--- config.mk ---
export PLATFORM = sky130hd
export DESIGN_NAME = count_pwm_gen
export DESIGN_NICKNAME = d
export VERILOG_FILES = /design/src/rtl/counters_pkg.sv /design/src/rtl/count_pwm_shadow.sv /design/src/rtl/count_pwm_gen.sv
export SDC_FILE = /design/constraint.sdc
export NUM_CORES = 1
export LEC_CHECK = 0
export BUFFER_PORTS_ARGS = -buffer_cell sky130_fd_sc_hd__buf_2
export CAP_MARGIN = 20
export CORE_MARGIN = 1.5
export CORE_UTILIZATION = 56
export DETAILED_ROUTE_END_ITERATION = 10
export PLACE_DENSITY = 0.82
export REMOVE_ABC_BUFFERS = 1
export SLEW_MARGIN = 0
export SYNTH_ARGS = -nofsm -noshare
export SYNTH_HDL_FRONTEND = slang
export SYNTH_SLANG_ARGS = --single-unit
--- constraint.sdc ---
create_clock -name clk -period 5.6 [get_ports clk]
set_input_delay 0.28 -clock clk [delete_from_list [all_inputs] [get_ports clk]]
set_output_delay 0.28 -clock clk [all_outputs]
set_load 0.01 [all_outputs]
--- src/rtl/counters_pkg.sv ---
// Shared definitions for logic that consumes the free-running up-counter.
// Provides the default count width and the modular +1 used for sequence checks.
package counters_pkg;

  localparam int CNT_W_DEFAULT = 4;

  function automatic logic [31:0] inc_mod(input logic [31:0] value, input int unsigned width);
    logic [31:0] mask;
    mask = (32'd1 << width) - 32'd1;
    return (value + 32'd1) & mask;
  endfunction

endpackage

--- src/rtl/count_pwm_shadow.sv ---
// Duty shadow register with valid/ready load; the shadow becomes active only on a period wrap.
// Latency: accepted duty goes live at the next wrap; duty_ready stays low while a load is pending.
module count_pwm_shadow
  import counters_pkg::*;
#(
  parameter int CNT_W = CNT_W_DEFAULT
) (
  input  logic           clk,
  input  logic           reset,
  input  logic [CNT_W:0] duty_in,
  input  logic           duty_valid,
  output logic           duty_ready,
  input  logic           wrap,
  output logic [CNT_W:0] active_duty_nxt
);

  localparam logic [CNT_W:0] DUTY_MAX = {1'b1, {CNT_W{1'b0}}};

  logic [CNT_W:0] shadow_q, shadow_d;
  logic [CNT_W:0] active_duty_q, active_duty_d;
  logic [CNT_W:0] duty_clamped;
  logic           pending_q, pending_d;

  always_comb begin
    duty_clamped  = (duty_in > DUTY_MAX) ? DUTY_MAX : duty_in;
    shadow_d      = shadow_q;
    pending_d     = pending_q;
    active_duty_d = active_duty_q;
    if (wrap && pending_q) begin
      active_duty_d = shadow_q;
      pending_d     = 1'b0;
    end
    // A load can only be accepted while nothing is pending, so it never collides with the swap.
    if (duty_valid && !pending_q) begin
      shadow_d  = duty_clamped;
      pending_d = 1'b1;
    end
  end

  always_ff @(posedge clk) begin
    if (reset) begin
      shadow_q      <= '0;
      active_duty_q <= '0;
      pending_q     <= 1'b0;
    end else begin
      shadow_q      <= shadow_d;
      active_duty_q <= active_duty_d;
      pending_q     <= pending_d;
    end
  end

  assign duty_ready      = ~pending_q;
  assign active_duty_nxt = active_duty_d;

endmodule

--- src/rtl/count_pwm_gen.sv ---
// PWM, period tick/count and sequence-error monitor driven by an external up-counter value.
// Latency: 1 clk from count to all outputs; duty loads are backpressured via duty_ready.
module count_pwm_gen
  import counters_pkg::*;
#(
  parameter int CNT_W    = CNT_W_DEFAULT,
  parameter int PERIOD_W = 8
) (
  input  logic                clk,
  input  logic                reset,
  input  logic [CNT_W-1:0]    count,
  input  logic [CNT_W:0]      duty_in,
  input  logic                duty_valid,
  output logic                duty_ready,
  input  logic                err_clr,
  output logic                pwm,
  output logic                period_tick,
  output logic [PERIOD_W-1:0] period_cnt,
  output logic                seq_err
);

  localparam logic [CNT_W-1:0] CNT_MAX = '1;

  logic [CNT_W-1:0]    prev_cnt_q, prev_cnt_d;
  logic                prev_vld_q, prev_vld_d;
  logic                pwm_q, pwm_d;
  logic                tick_q, tick_d;
  logic [PERIOD_W-1:0] period_cnt_q, period_cnt_d;
  logic                seq_err_q, seq_err_d;
  logic [CNT_W-1:0]    cnt_inc;
  logic [CNT_W:0]      active_duty_nxt;
  logic                wrap;
  logic                seq_set;

  count_pwm_shadow #(.CNT_W(CNT_W)) u_shadow (
    .clk             (clk),
    .reset           (reset),
    .duty_in         (duty_in),
    .duty_valid      (duty_valid),
    .duty_ready      (duty_ready),
    .wrap            (wrap),
    .active_duty_nxt (active_duty_nxt)
  );

  always_comb begin
    cnt_inc      = CNT_W'(inc_mod(32'(prev_cnt_q), CNT_W));
    wrap         = prev_vld_q && (prev_cnt_q == CNT_MAX) && (count == '0);
    // A jump to zero is an upstream counter reset, not a sequence fault.
    seq_set      = prev_vld_q && (count != cnt_inc) && (count != '0);
    prev_cnt_d   = count;
    prev_vld_d   = 1'b1;
    pwm_d        = ({1'b0, count} < active_duty_nxt);
    tick_d       = wrap;
    period_cnt_d = period_cnt_q + PERIOD_W'(wrap);
    seq_err_d    = seq_err_q;
    if (err_clr) seq_err_d = 1'b0;
    if (seq_set) seq_err_d = 1'b1;
  end

  always_ff @(posedge clk) begin
    if (reset) begin
      prev_cnt_q   <= '0;
      prev_vld_q   <= 1'b0;
      pwm_q        <= 1'b0;
      tick_q       <= 1'b0;
      period_cnt_q <= '0;
      seq_err_q    <= 1'b0;
    end else begin
      prev_cnt_q   <= prev_cnt_d;
      prev_vld_q   <= prev_vld_d;
      pwm_q        <= pwm_d;
      tick_q       <= tick_d;
      period_cnt_q <= period_cnt_d;
      seq_err_q    <= seq_err_d;
    end
  end

  assign pwm         = pwm_q;
  assign period_tick = tick_q;
  assign period_cnt  = period_cnt_q;
  assign seq_err     = seq_err_q;

endmodule
Yosys cells after proc, flatten, opt, wreduce, memory -nomap -nowiden
Cells that the tools add are included.
- bits in registers: 27
- input port bits: 13
- output and inout bits: 12
- word-level logic and storage cells: 34
- add/sub/neg operators: 2
- order comparisons: 2
- equal/unequal tests: 2
- mux-type cells: 7
- bitwise gates (word level): 1
- reductions and logical operators: 11
- operators by type and width (cell ; count):
    5-bit two-way mux ; 2
    8-bit by 1-bit adder with 8-bit output ; 1
    1-bit logical AND ; 6
    5-bit greater-than comparator, second input constant ; 1
    4-bit by 5-bit < comparator with 1-bit output ; 1
    1-bit two-way mux ; 5
    4-bit by 1-bit adder with 4-bit output, second input constant ; 1
    4-bit == test, second input constant ; 1
    4-bit zero test ; 1
    4-bit != test ; 1
    2-bit nonzero test ; 2
    4-bit nonzero test ; 1
    1-bit zero test ; 1
    1-bit NOT ; 1

Logic depth before layout (Yosys ltp)
- depth after elaboration: 6
- mapped depth: 8
- depth with buffers taken out: 8

Cells and area by module
A second synthesis with hierarchy kept.
- cells, all modules: 115
- area, all modules: 1198.6 um2
- by module, submodules not included (module ; instances ; cells an instance ; area each (um2) ; seq. area each (um2)):
    count_pwm_gen ; 1 ; 72 ; 709.4 ; 320.3
    count_pwm_shadow ; 1 ; 43 ; 489.2 ; 220.2

Worst setup path before layout
OpenSTA, ideal clock, no wires.
- kind: register to register
- start: register prev_cnt_q[0]
- end: register pwm_q, in the netlist pwm
- setup time: 0.075 ns
- data arrival time: 1.916 ns
- required time: 5.525 ns
- slack: 3.609 ns
- cell stages (with the launch flop): 9
- path buffers: 0
- clock period less this slack: 1.991 ns
- path through: dfxtp_1 ha_1 and4_1 nand3_4 mux2i_1 ha_1 a21o_1 a211o_1 o22ai_1
- cells in the longest elaborated chain, start to end: 6
- ends and longest elaborated chain (item ; RTL line ; source):
    start, declared ; count_pwm_gen.sv:24 ; logic [CNT_W-1:0] prev_cnt_q, prev_cnt_d;
    start signal, assigned ; count_pwm_gen.sv:69 ; prev_cnt_q <= prev_cnt_d;
    4-bit == test ; count_pwm_gen.sv:47 ; wrap = prev_vld_q && (prev_cnt_q == CNT_MAX) && (count == '0);
    1-bit logical AND (2 in a row) ; count_pwm_gen.sv:47 ;
    1-bit logical AND ; count_pwm_shadow.sv:29 ; if (wrap && pending_q) begin
    5-bit two-way mux ; count_pwm_shadow.sv:29 ;
    4-bit by 5-bit < comparator with 1-bit output ; count_pwm_gen.sv:52 ; pwm_d = ({1'b0, count} < active_duty_nxt);
    end signal, assigned ; count_pwm_gen.sv:71 ; pwm_q <= pwm_d;
    end, declared ; count_pwm_gen.sv:26 ; logic pwm_q, pwm_d;
Every way passes these cells.
A chain may end at the register's enable or synchronous reset.

Worst setup path after layout
Same ends and word-level chain as after synthesis.

==> results.yml <==
outcome:
  result_of_the_run: "finished, final reports clean"
clocking:
  clock_slew_at_the_register_clock_pins_of_the_worst_setup_and_hold_paths_ns: 0.14
  root_buffer: "clkbuf_4"
  cts_post_setup_buffers_inserted: 0
  clockBufferDepth: 2
  tritoncts_clock_tree: "built"
  clkSinkCount: 27
  cts-htree-levels: 1
  cts_hold_repair.buffers: 0
  post_cts_resized: 0
  cts_buffers: 3
  clk_latency_ns: 0.32
sta:
  worst-slew-pin-transition_ns: 0.467
  count_of_pins_over_their_slew_limit: 0
  setup_viol_count_final: 0
  rsz0062_at_grt: "false"
  maxSlewHeadroom_pct: 68.9
  finalWorstPathRequiredPeriod_ns: 2.18
  period_share_pct: 39.0
  fin_skew_ns: 0.00902
  final-hold-violation-count: 0
  hold_slack_ns: 0.224
  worst_slack_ns: 3.42
  maxClockFrequency_ghz: 0.458
  setup_total_negative_slack_ns: 0
final_layout:
  final_nets: 161
  final_core_utilization_pct: 68.0
  fill_cells: 182
  ant_cells: 0
  area_delta_synth_final_pct: 14.8
  post_route_cells_drive_above_1_share_pct: 21.3
  postLayoutCellArea_um2: 1320
power_and_ir_drop:
  power.density_cell_area_nw_per_um2: 235
  power.static_leakage_nw: 0.612
  power.ir.vdd_worst_v: 0.000194
min_path:
  hp-class: "in2reg"
placed_design:
  gpl.final_weighted_congestion: 0.759
  dp_hpwl_um: 1580
  port-buffer-count: 24
  detailed_place.area_um2: 1290
  placement.setup.worst_slack_ns: 3.46
yosys:
  synth_enable_flop_cells: 0
  synth.yosys.warnings: 0
  synth_top_cell_area_share_pct: 47.0
  ys_ff_latch: 27
  yosysSeqAreaShare_pct: 47.0
  synthFlopType: "dfxtp_1"
  synth_largest_area_cell: "dfxtp_1"
  asyncSetResetFlopFracSynth_pct: 0
  ys_top_cells_by_area: "dfxtp_1 (47%), ha_1 (6.5%), xnor2_1 (4.6%)"
  syn-instance-count: 116
  synth.lib_cells_used.distinct: 27
  netlist_area_before_placement_um2: 1150
  post_synth.cell_area_avg_um2: 9.91
detailed_routing:
  route.detailed.drc: 0
  routed_via_density: 5.28
  drt_first_iter_violations: 12
  wire_per_inst_um: 12.5
  ant_nets: 0
  drt_pre_antenna_iters: 4
  post_route_wl_um: 2100
  num_vias: 887
setup_path:
  timing.setup.critical_path_class: "reg2reg"
  cp_data_arrival_time_ns: 2.43
  worstPathRequired_ns: 5.85
  worstPathMaxFanout: 7
  timing.critical_path.to_type: "flip-flop"
  critPathLaunchType: "flip-flop"
run:
  cap_viol_max_count: 0
grt:
  number_of_antenna_violations_at_the_first_check_in_global_routing: 0
  grt_usage_pct: 19.5
  grt_pass1_wl_um: 3610
  gr-total-overflow: 0
  maximum_number_of_pins_on_one_net_before_global_route_repair: 28
  first_global_vias: 873
floorplan:
  floorplan.die.height_um: 48.3
  start_util_pct: 59.2
  design.portCount: 25
  die_footprint_um2: 2330
  die_w_um: 48.3
  num_rows: 16
  core_region_area_um2: 1940
[layout make-up]
cell class / instances / area [um2] / area share (%)
clock inverters: 1 / 5.00 / 0.379
multi-input cells: 81 / 579 / 43.9
repair buffers: 24 / 120 / 9.10
flip-flops and latches: 27 / 541 / 40.9
inverters: 5 / 18.8 / 1.42
clock buffers: 3 / 22.5 / 1.71
well taps: 27 / 33.8 / 2.56
[cells by family after synthesis]
kind of cell	Yosys count	share of synthesized area [%]
fa+ha+maj	6	6.53
buf+inv	8	2.61
flops	27	47.0
compound gates	12	7.07
xor+xnor	12	9.14
simple gates	46	23.3
mux	5	4.35
[metrics by stage]
stage / cells / power, mW
2_1_floorplan: 113 / 0.219
3_3_place_gp: 164 / 0.232
3_5_place_dp: 164 / 0.234
4_1_cts: 168 / 0.314
5_1_grt: 168 / 0.324
6_report: 168 / 0.310
[path summary, 6_finish.rpt]
kind,end,start,slack (ns),cells past startpoint
max reg2reg,pwm,prev_cnt_q[0],3.42,8
min reg2reg,u_shadow.shadow_q[4],u_shadow.shadow_q[4],0.48,2
max,pwm,prev_cnt_q[0],3.42,8
min,u_shadow.shadow_q[4],duty_in[4],0.22,3
[flip-flops by register name, indices dropped and copies added, names as in the netlist, 4 cells and up]
register and flops:
period_cnt 8, prev_cnt_q 4, u_shadow.active_duty_q 5, u_shadow.shadow_q 5
[synth_stat cells, drive strengths merged (2+ instances only)]
master	n
mux2i	5
xor2	6
ha	6
clkbuf	3
inv	5
nor4	2
dfxtp	27
nor2	12
xnor2	6
nand2	7
nor2b	7
and3	4
a21oi	5
nand3	6
nand3b	5
[power by group]
part	switching, mW	internal [mW]
logic	0.0159	0.0129
registers	0.00371	0.197
clock network	0.0533	0.0267
total	0.0730	0.237
[critical path, stage by stage, from the launching register on]
cell and delay (ns):
dfxtp_1 0.40, ha_1 0.20, and4_1 0.30, nand3_4 0.15, mux2i_1 0.23, ha_1 0.28
a21o_1 0.16, a211o_1 0.28, o22ai_1 0.11
[cells in the final DEF, fill, tap and decap left out, types with 3 or more instances in the layout]
cell / n
nand3_1: 5
clkbuf_4: 3
mux2i_1: 5
xor2_1: 6
ha_1: 6
a21oi_1: 5
nand2_1: 7
nor2_1: 12
and3_1: 4
inv_1: 5
buf_2: 24
nor2b_1: 7
nand3b_1: 5
dfxtp_1: 27
xnor2_1: 6
[metal layers]
layer	share of wire, %	global-route usage (%)	vias to the layer above
li1	-	-	444
met1	44	22.1	426
met2	52	37.0	13
met3	2.6	3.70	4
met4	1.1	5.71	0
met5	0	0	-
No activity file was read; power rests on OpenSTA's default activity.
